===== src/rtl/first_zero_encoder.sv =====
// Lowest-zero priority encoder for the WRR dispatcher; optional registered one-hot under FIRST_ZERO_ONEHOT_EN.
// Latency: idx/all_set combinational, idx_q/all_set_q one cycle after an en edge.
// Backpressure: none; en=0 holds the registered outputs.
module first_zero_encoder #(
    parameter int N        = 8,
    parameter int IDX_W    = 4,
    parameter int NONE_IDX = 8
) (
    input  logic             clk,
    input  logic             rst,
    input  logic             en,
    input  logic [N-1:0]     select,
    output logic [IDX_W-1:0] idx,
    output logic             all_set,
    output logic [IDX_W-1:0] idx_q,
    output logic             all_set_q
`ifdef FIRST_ZERO_ONEHOT_EN
    ,
    output logic [N-1:0]     onehot_q
`endif
);

    logic [IDX_W-1:0] w_idx;
    logic             w_all_set;

    // Scan from the top down so the lowest eligible queue is the last to write.
    always_comb begin
        w_idx = IDX_W'(NONE_IDX);
        for (int i = N - 1; i >= 0; i--) begin
            if (!select[i]) begin
                w_idx = IDX_W'(i);
            end
        end
    end

    assign w_all_set = &select;
    assign idx       = w_idx;
    assign all_set   = w_all_set;

    always_ff @(posedge clk or posedge rst) begin
        if (rst) begin
            idx_q     <= IDX_W'(NONE_IDX);
            all_set_q <= 1'b1;
        end else if (en) begin
            idx_q     <= w_idx;
            all_set_q <= w_all_set;
        end
    end

`ifdef FIRST_ZERO_ONEHOT_EN
    logic [N-1:0] w_onehot;

    // Isolates the lowest zero of select; an all-ones select carries out to zero.
    assign w_onehot = ~select & (select + N'(1));

    always_ff @(posedge clk or posedge rst) begin
        if (rst) begin
            onehot_q <= '0;
        end else if (en) begin
            onehot_q <= w_onehot;
        end
    end
`endif

endmodule


===== config.mk =====
export PLATFORM = sky130hd
export DESIGN_NAME = first_zero_encoder
export DESIGN_NICKNAME = d
export VERILOG_FILES = /design/src/rtl/first_zero_encoder.sv
export SDC_FILE = /design/constraint.sdc
export NUM_CORES = 1
export LEC_CHECK = 0
export CORE_AREA = 2 2 39 41
export CTS_BUF_LIST = sky130_fd_sc_hd__clkbuf_8
export CTS_CLUSTER_SIZE = 8
export DETAILED_ROUTE_END_ITERATION = 7
export DIE_AREA = 0 0 41 43
export SYNTH_ARGS = -nofsm -noshare
export SYNTH_HDL_FRONTEND = slang
export SYNTH_SLANG_ARGS = --single-unit

===== constraint.sdc =====
create_clock -name clk -period 0.87 [get_ports clk]
set_input_delay 0.261 -clock clk [delete_from_list [all_inputs] [get_ports clk]]
set_output_delay 0.261 -clock clk [all_outputs]
set_load 0.02 [all_outputs]

==> flow_summary_export.csv <==
group,metric,value,unit
status,outcome,"finished with violations",
status,failed_checks,"setup timing",
critical_path,worst_ep_arrival_time,0.87,ns
hold_path,hp-class,"in2async",
timing,worst_clock_skew,0,ns
route,wirelength,1000,um
clock_network,cts_max_path_buffers,2,
route,wl_met2,524,um
pwr,vdd_drop_max,1240,uV
pwr,p_comb_share,29.9,%
clock_network,cts_sinks,5,
final_layout,fillers,115,
floorplanning,rows,14,
critical_path,worst-endpoint-required,0.61,ns
clock_network,clk-insertion-delay-late,0.22,ns
critical_path,crit_type,"reg2out",
final_layout,final_layout_size_suffix_gt1_share,80.0,%
route,detail-route-antenna-nets,0,
yosys,yosysUniqueCellTypes,18,
timing,worstMarginPinSlew,0.281,ns
route,drt-wirelength-per-cell,12.3,um
clock_network,cts_root_buf,"clkbuf_8",
final_layout,nets,77,
place,gp_congestion,0.663,
clock_network,tritoncts,"yes",
route,drt_pass1_iterations,2,
timing,worst_slack,-0.264,ns
critical_path,crit_path_end_kind,"output pin",
yosys,ys_seq_area_share,41.1,%
route,drc,0,
timing,slew_violations,0,
grt,grtUsageTotal,13.7,%
route,viasPerCell,4.41,
clock_network,numCtsBuffers,3,
grt,antenna_found_initial,0,
timing,fin_crit,1.13,ns
place,hpwl,740,um
floorplanning,placeableCoreArea,0.00138,sq mm
pwr,seqPwrFrac,26.1,%
pwr,power.density,1180,mW/mm^2
route,drt-initial-drc-count,1,
timing,grt_setup_unrepaired,"true",
floorplanning,die_h,43,um
timing,tns,-2.02,ns
floorplanning,dieArea,0.00176,sq mm
yosys,synth_nets,41,
critical_path,r2r_slack,0.10,ns
pwr,leakage,0.000380,uW
final_layout,syn2layout_area_growth,165,%
final_layout,stdcell_count,81,
route,m1WireLength,404,um
clock_network,path_clk_slew,0.04,ns
pwr,clkPwrFrac,43.9,%
yosys,synthCells,30,
critical_path,slowest_delay,0.54,ns
grt,grt_max_degree,6,
critical_path,path_buf_inv,1,
timing,finalSetupViolCount,11,
route,top_layer,"met4",
place,dp.cells,72,
grt,grt_overflow,0,
yosys,syn_area,310,sq um
yosys,yosys_warnings,0,
pwr,p_sw_share,26.1,%
yosys,syn_area_per_cell,10.3,sq um
timing,post-route-period-util,130,%
timing,slew_headroom,81.3,%
critical_path,crit_chain,"buf_6",
route,via_count,357,
clock_network,cts_hold_buffers,0,
critical_path,cpLargestDelayFamily,"flip-flops",
critical_path,crit_path_max_fanout,2,
yosys,synth-seq-cells,5,
run,maxCapViolCount,0,
floorplanning,die-width,41,um
floorplanning,ios,21,
clock_network,ctsHtreeMaxLevel,1,
place,port-buffer-count,20,
timing,fmax,882,MHz
critical_path,critPathLaunchType,"flip-flop",
final_layout,mostFrequentLayoutCells,"20 x buf_6, 7 x buf_4, 4 x inv_1",
pwr,p_switching,253,uW
grt,grt_pass1_wl,1550,um
critical_path,critPathSlowestCell,"dfstp_2",
floorplanning,initial_core_util,22.4,%
timing,hold_violations,0,
route,wl_met3,60,um
final_layout,layout_commonest_cell,"buf_6",
grt,first_global_vias,357,
final_layout,n_antenna_cell,0,
pwr,intPower,715,uW
==> cell type report <==
type	instances	area, sq um	share of cell area, %
flip-flops and latches	5	128	15.5
clock inverters	1	3.75	0.457
multi-input cells	21	270	32.9
repair buffers	32	347	42.2
well taps	16	20.0	2.44
inverters	3	11.3	1.37
clock buffers	3	41.3	5.03
==> stage by stage <==
stage	cell area, sq um	hold WS, ns	util (%)	total power (uW)	worst slack (ns)
5_1_grt	821	0.252	59.3	1020	-0.295
2_1_floorplan	369	0.0381	-	341	-0.118
3_3_place_gp	637	0.473	46.0	478	-1.20
4_1_cts	731	0.248	52.8	931	-0.300
6_report	821	0.241	59.3	968	-0.264
3_5_place_dp	637	0.481	46.0	479	-1.21
==> flip-flops by register name (all words and copies together) (netlist names) <==
| register | count |
|---|---|
| all_set_q | 1 |
| idx_q | 4 |
==> synth_stat cells <==
cell	number	area (sq um)
nand3_1	1	5.00
nor2_1	2	7.51
nor2b_4	1	13.8
nand4_4	1	21.3
nor2_2	1	6.26
buf_2	1	5.00
nand2_1	4	15.0
a21boi_0	1	7.51
inv_1	3	11.3
mux2_2	3	33.8
dfstp_2	2	52.6
nand4_2	1	12.5
o221ai_1	1	8.76
nor2b_1	1	6.26
a31oi_1	2	12.5
dfrtp_1	3	75.1
mux2i_1	1	10.0
o22ai_1	1	6.26
==> worst paths after layout <==
path | to | cells past startpoint | from
max in group asynchronous | idx_q[3]$_DFFE_PP1P_ | 2 | rst
min | idx_q[1]$_DFFE_PP0P_ | 2 | rst
max reg2reg | idx_q[2]$_DFFE_PP0P_ | 1 | idx_q[2]$_DFFE_PP0P_
max | all_set_q | 1 | all_set_q$_DFFE_PP1P_
min in group clk | idx_q[0]$_DFFE_PP0P_ | 4 | select[2]
min reg2reg | idx_q[2]$_DFFE_PP0P_ | 1 | idx_q[2]$_DFFE_PP0P_
==> cells by family after synthesis <==
| family | after synthesis | synth area share [%] |
|---|---|---|
| mux | 4 | 14.1 |
| simple gates | 12 | 28.2 |
| compound gates | 5 | 11.3 |
| flops | 5 | 41.1 |
| buf+inv | 4 | 5.24 |
==> power groups by stage <==
stage / Clock (uW) / Combinational, uW / Sequential (uW)
floorplan: 0 / 73.9 / 267
global placement: 0 / 225 / 253
detailed placement: 0 / 226 / 253
CTS: 435 / 244 / 253
global route: 461 / 308 / 254
finish: 425 / 290 / 253
==> routing by layer <==
layer / track usage, % / vias to the layer above
met5: 0 / -
met1: 17.2 / 168
met4: 6.00 / 0
met2: 20.3 / 13
li1: - / 174
met3: 4.71 / 2
==> what timing repair did <==
action	in CTS	in global routing
gates resized for setup	107	20
endpoints found under the setup margin	15	13
pin swaps	8	10
setup buffers	3	3
(Power assumes the default switching activity.)
==> RTL change: new RTL, same settings <==
`N`: 8 -> 10.
--- a/src/rtl/first_zero_encoder.sv
+++ b/src/rtl/first_zero_encoder.sv
@@ -4,3 +4,3 @@
 module first_zero_encoder #(
-    parameter int N        = 8,
+    parameter int N        = 10,
     parameter int IDX_W    = 4,
Ports: changed (resized select); port bits go from 21 to 23. The function was not compared with the original's and may differ.
==> RTL change against the original RTL <==
The run still ends with negative setup slack left. Via count rose by 24%. Combinational power rose by 14%. Synthesized area rose by 10%. Count of clock-buffer cells in the layout did not move. Sequential share of layout area fell by 2.0 points. Setup slack got worse by 0.080 ns. Cell area rose by 14%. Global-route usage rose by 1.8 points. Routed wire length rose by 22%. Total power rose by 2.0%. Register-to-register slack got worse by 0.06 ns. Sequential cell count did not move. First-iteration DRC count rose to 6.0 times the old value. Critical path type is now in -> out. Largest power group unchanged.
==> RTL change: results (changes against the original RTL) <==
| Stage | Parameter | This run | vs unedited |
| --- | --- | --- | --- |
| pwr | Internal | 739 uW | was 715 uW |
| grt | Met3 Resource Use GR | 1.57% | was 4.71% |
| synthesis | Largest cells by area after synthesis | sky130_fd_sc_hd__dfrtp_1, sky130_fd_sc_hd__dfstp_2, sky130_fd_sc_hd__a31oi_1, sky130_fd_sc_hd__nand2_1, sky130_fd_sc_hd__a41oi_2 | was sky130_fd_sc_hd__dfrtp_1, sky130_fd_sc_hd__dfstp_2, sky130_fd_sc_hd__mux2_2, sky130_fd_sc_hd__nand4_4, sky130_fd_sc_hd__nand2_1 |
| setup path | Largest stage delay on the critical path | 0.20 ns | was 0.54 ns |
| place | Post-detail-place hpwl | 813 um | was 740 um |
| routing | Highest layer used for signal routing | met3 | was met4 |
| routing | Vias after detailed routing | 441 | was 357 |
| grt | Met1 track utilization from global routing | 22.0% | was 17.2% |
| place | Port bufs | 22 | was 20 |
| routing | Drt first-iter violations | 6 | was 1 |
| status | Failing checks | negative setup slack | unchanged |
| pwr | Static power due to leakage | 0.000461 uW | was 0.000380 uW |
| place | Cell count after placement | 87 | was 72 |
| routing | Routed length per instance | 12.5 um | was 12.3 um |
| grt | Total global-route track usage | 15.5% | was 13.7% |
| pwr | Clock group share of total power | 40.9% | was 43.9% |
| pwr | Maximum vdd drop | 0.950 mV | was 1.24 mV |
| setup path | Worst endpoint data arrival time | 0.95 ns | was 0.87 ns |
| place | GP Congestion | 0.637 | was 0.663 |
| place | Placement-stage cell area | 733 um^2 | was 637 um^2 |
| status | Status | finished with violations | unchanged |
| setup path | CP max stage cell | sky130_fd_sc_hd__a21o_1 | was sky130_fd_sc_hd__dfstp_2 |
| synthesis | Number of different library cells in the post-synthesis netlist | 21 | was 18 |
| grt | First-pass GRT wire length | 1880 um | was 1550 um |
| timing | Count of endpoints failing setup in the final report | 13 | was 11 |
| finish | Share of cells above drive strength 1 | 72.8% | was 80.0% |
| timing | Final WS setup | -0.344 ns | was -0.264 ns |
| timing | Worst relative slew slack | 87.2% | was 81.3% |
| routing | Per-cell via count in the routed design | 4.55 | was 4.41 |
| routing | Met3 routed WL | 77 um | was 60 um |
| synthesis | Fraction of the yosys area taken by sequential cells | 37.4% | was 41.1% |
| synthesis | Synth cell count leaders | sky130_fd_sc_hd__nand2_1, sky130_fd_sc_hd__a31oi_1, sky130_fd_sc_hd__inv_1, sky130_fd_sc_hd__dfrtp_1 | was sky130_fd_sc_hd__nand2_1, sky130_fd_sc_hd__dfrtp_1, sky130_fd_sc_hd__inv_1, sky130_fd_sc_hd__mux2_2 |
==> RTL change: metrics by stage <==
step,TNS (ns),power (uW),util (%),worst slack [ns]
finish,-2.39,987,67.9,-0.344
global route,-2.74,1050,67.9,-0.365
global placement,-11.21,514,53.0,-1.28
detailed placement,-11.26,515,53.0,-1.29
CTS,-2.49,975,62.6,-0.393
floorplan,-0.718,347,-,-0.315
==> RTL change: layout make-up <==
cell class | count | area, um^2
fill | 113 | 444
tap | 16 | 20.0
multi-input combinational | 27 | 293
clock buffer | 3 | 41.3
sequential | 5 | 128
timing repair buffer | 41 | 439
clock inverter | 1 | 3.75
inverter | 4 | 15.0
==> RTL change: power by group through the flow <==
stage	Sequential, uW	Combinational [uW]	Clock [uW]
CTS	251	303	421
floorplan	264	82.6	0
detailed placement	251	263	0
global route	253	351	445
global placement	251	263	0
finish	252	332	403
==> RTL change: logic make-up (layout without fill, tap and decap cells) <==
logic type	after synthesis	count (layout)	share of synthesized area, %
and+or+nand+nor	15	15	27.1
AOI/OAI and AO/OA	10	10	23.4
buffers and inverters	5	49	5.49
muxes	2	2	6.59
DFF	5	5	37.4
==> RTL change: path summary, 6_finish.rpt <==
check	to	cells after the start	start	slack (ns)
setup / recovery	idx[0]	5	select[9]	-0.34
hold reg to reg	idx_q[2]$_DFFE_PP0P_	1	idx_q[2]$_DFFE_PP0P_	0.54
min in group clk	all_set_q$_DFFE_PP1P_	3	select[9]	0.41
max in group asynchronous	all_set_q$_DFFE_PP1P_	2	rst	0.41
setup reg to reg	idx_q[0]$_DFFE_PP0P_	3	idx_q[0]$_DFFE_PP0P_	0.04
hold / removal	idx_q[2]$_DFFE_PP0P_	2	rst	0.23
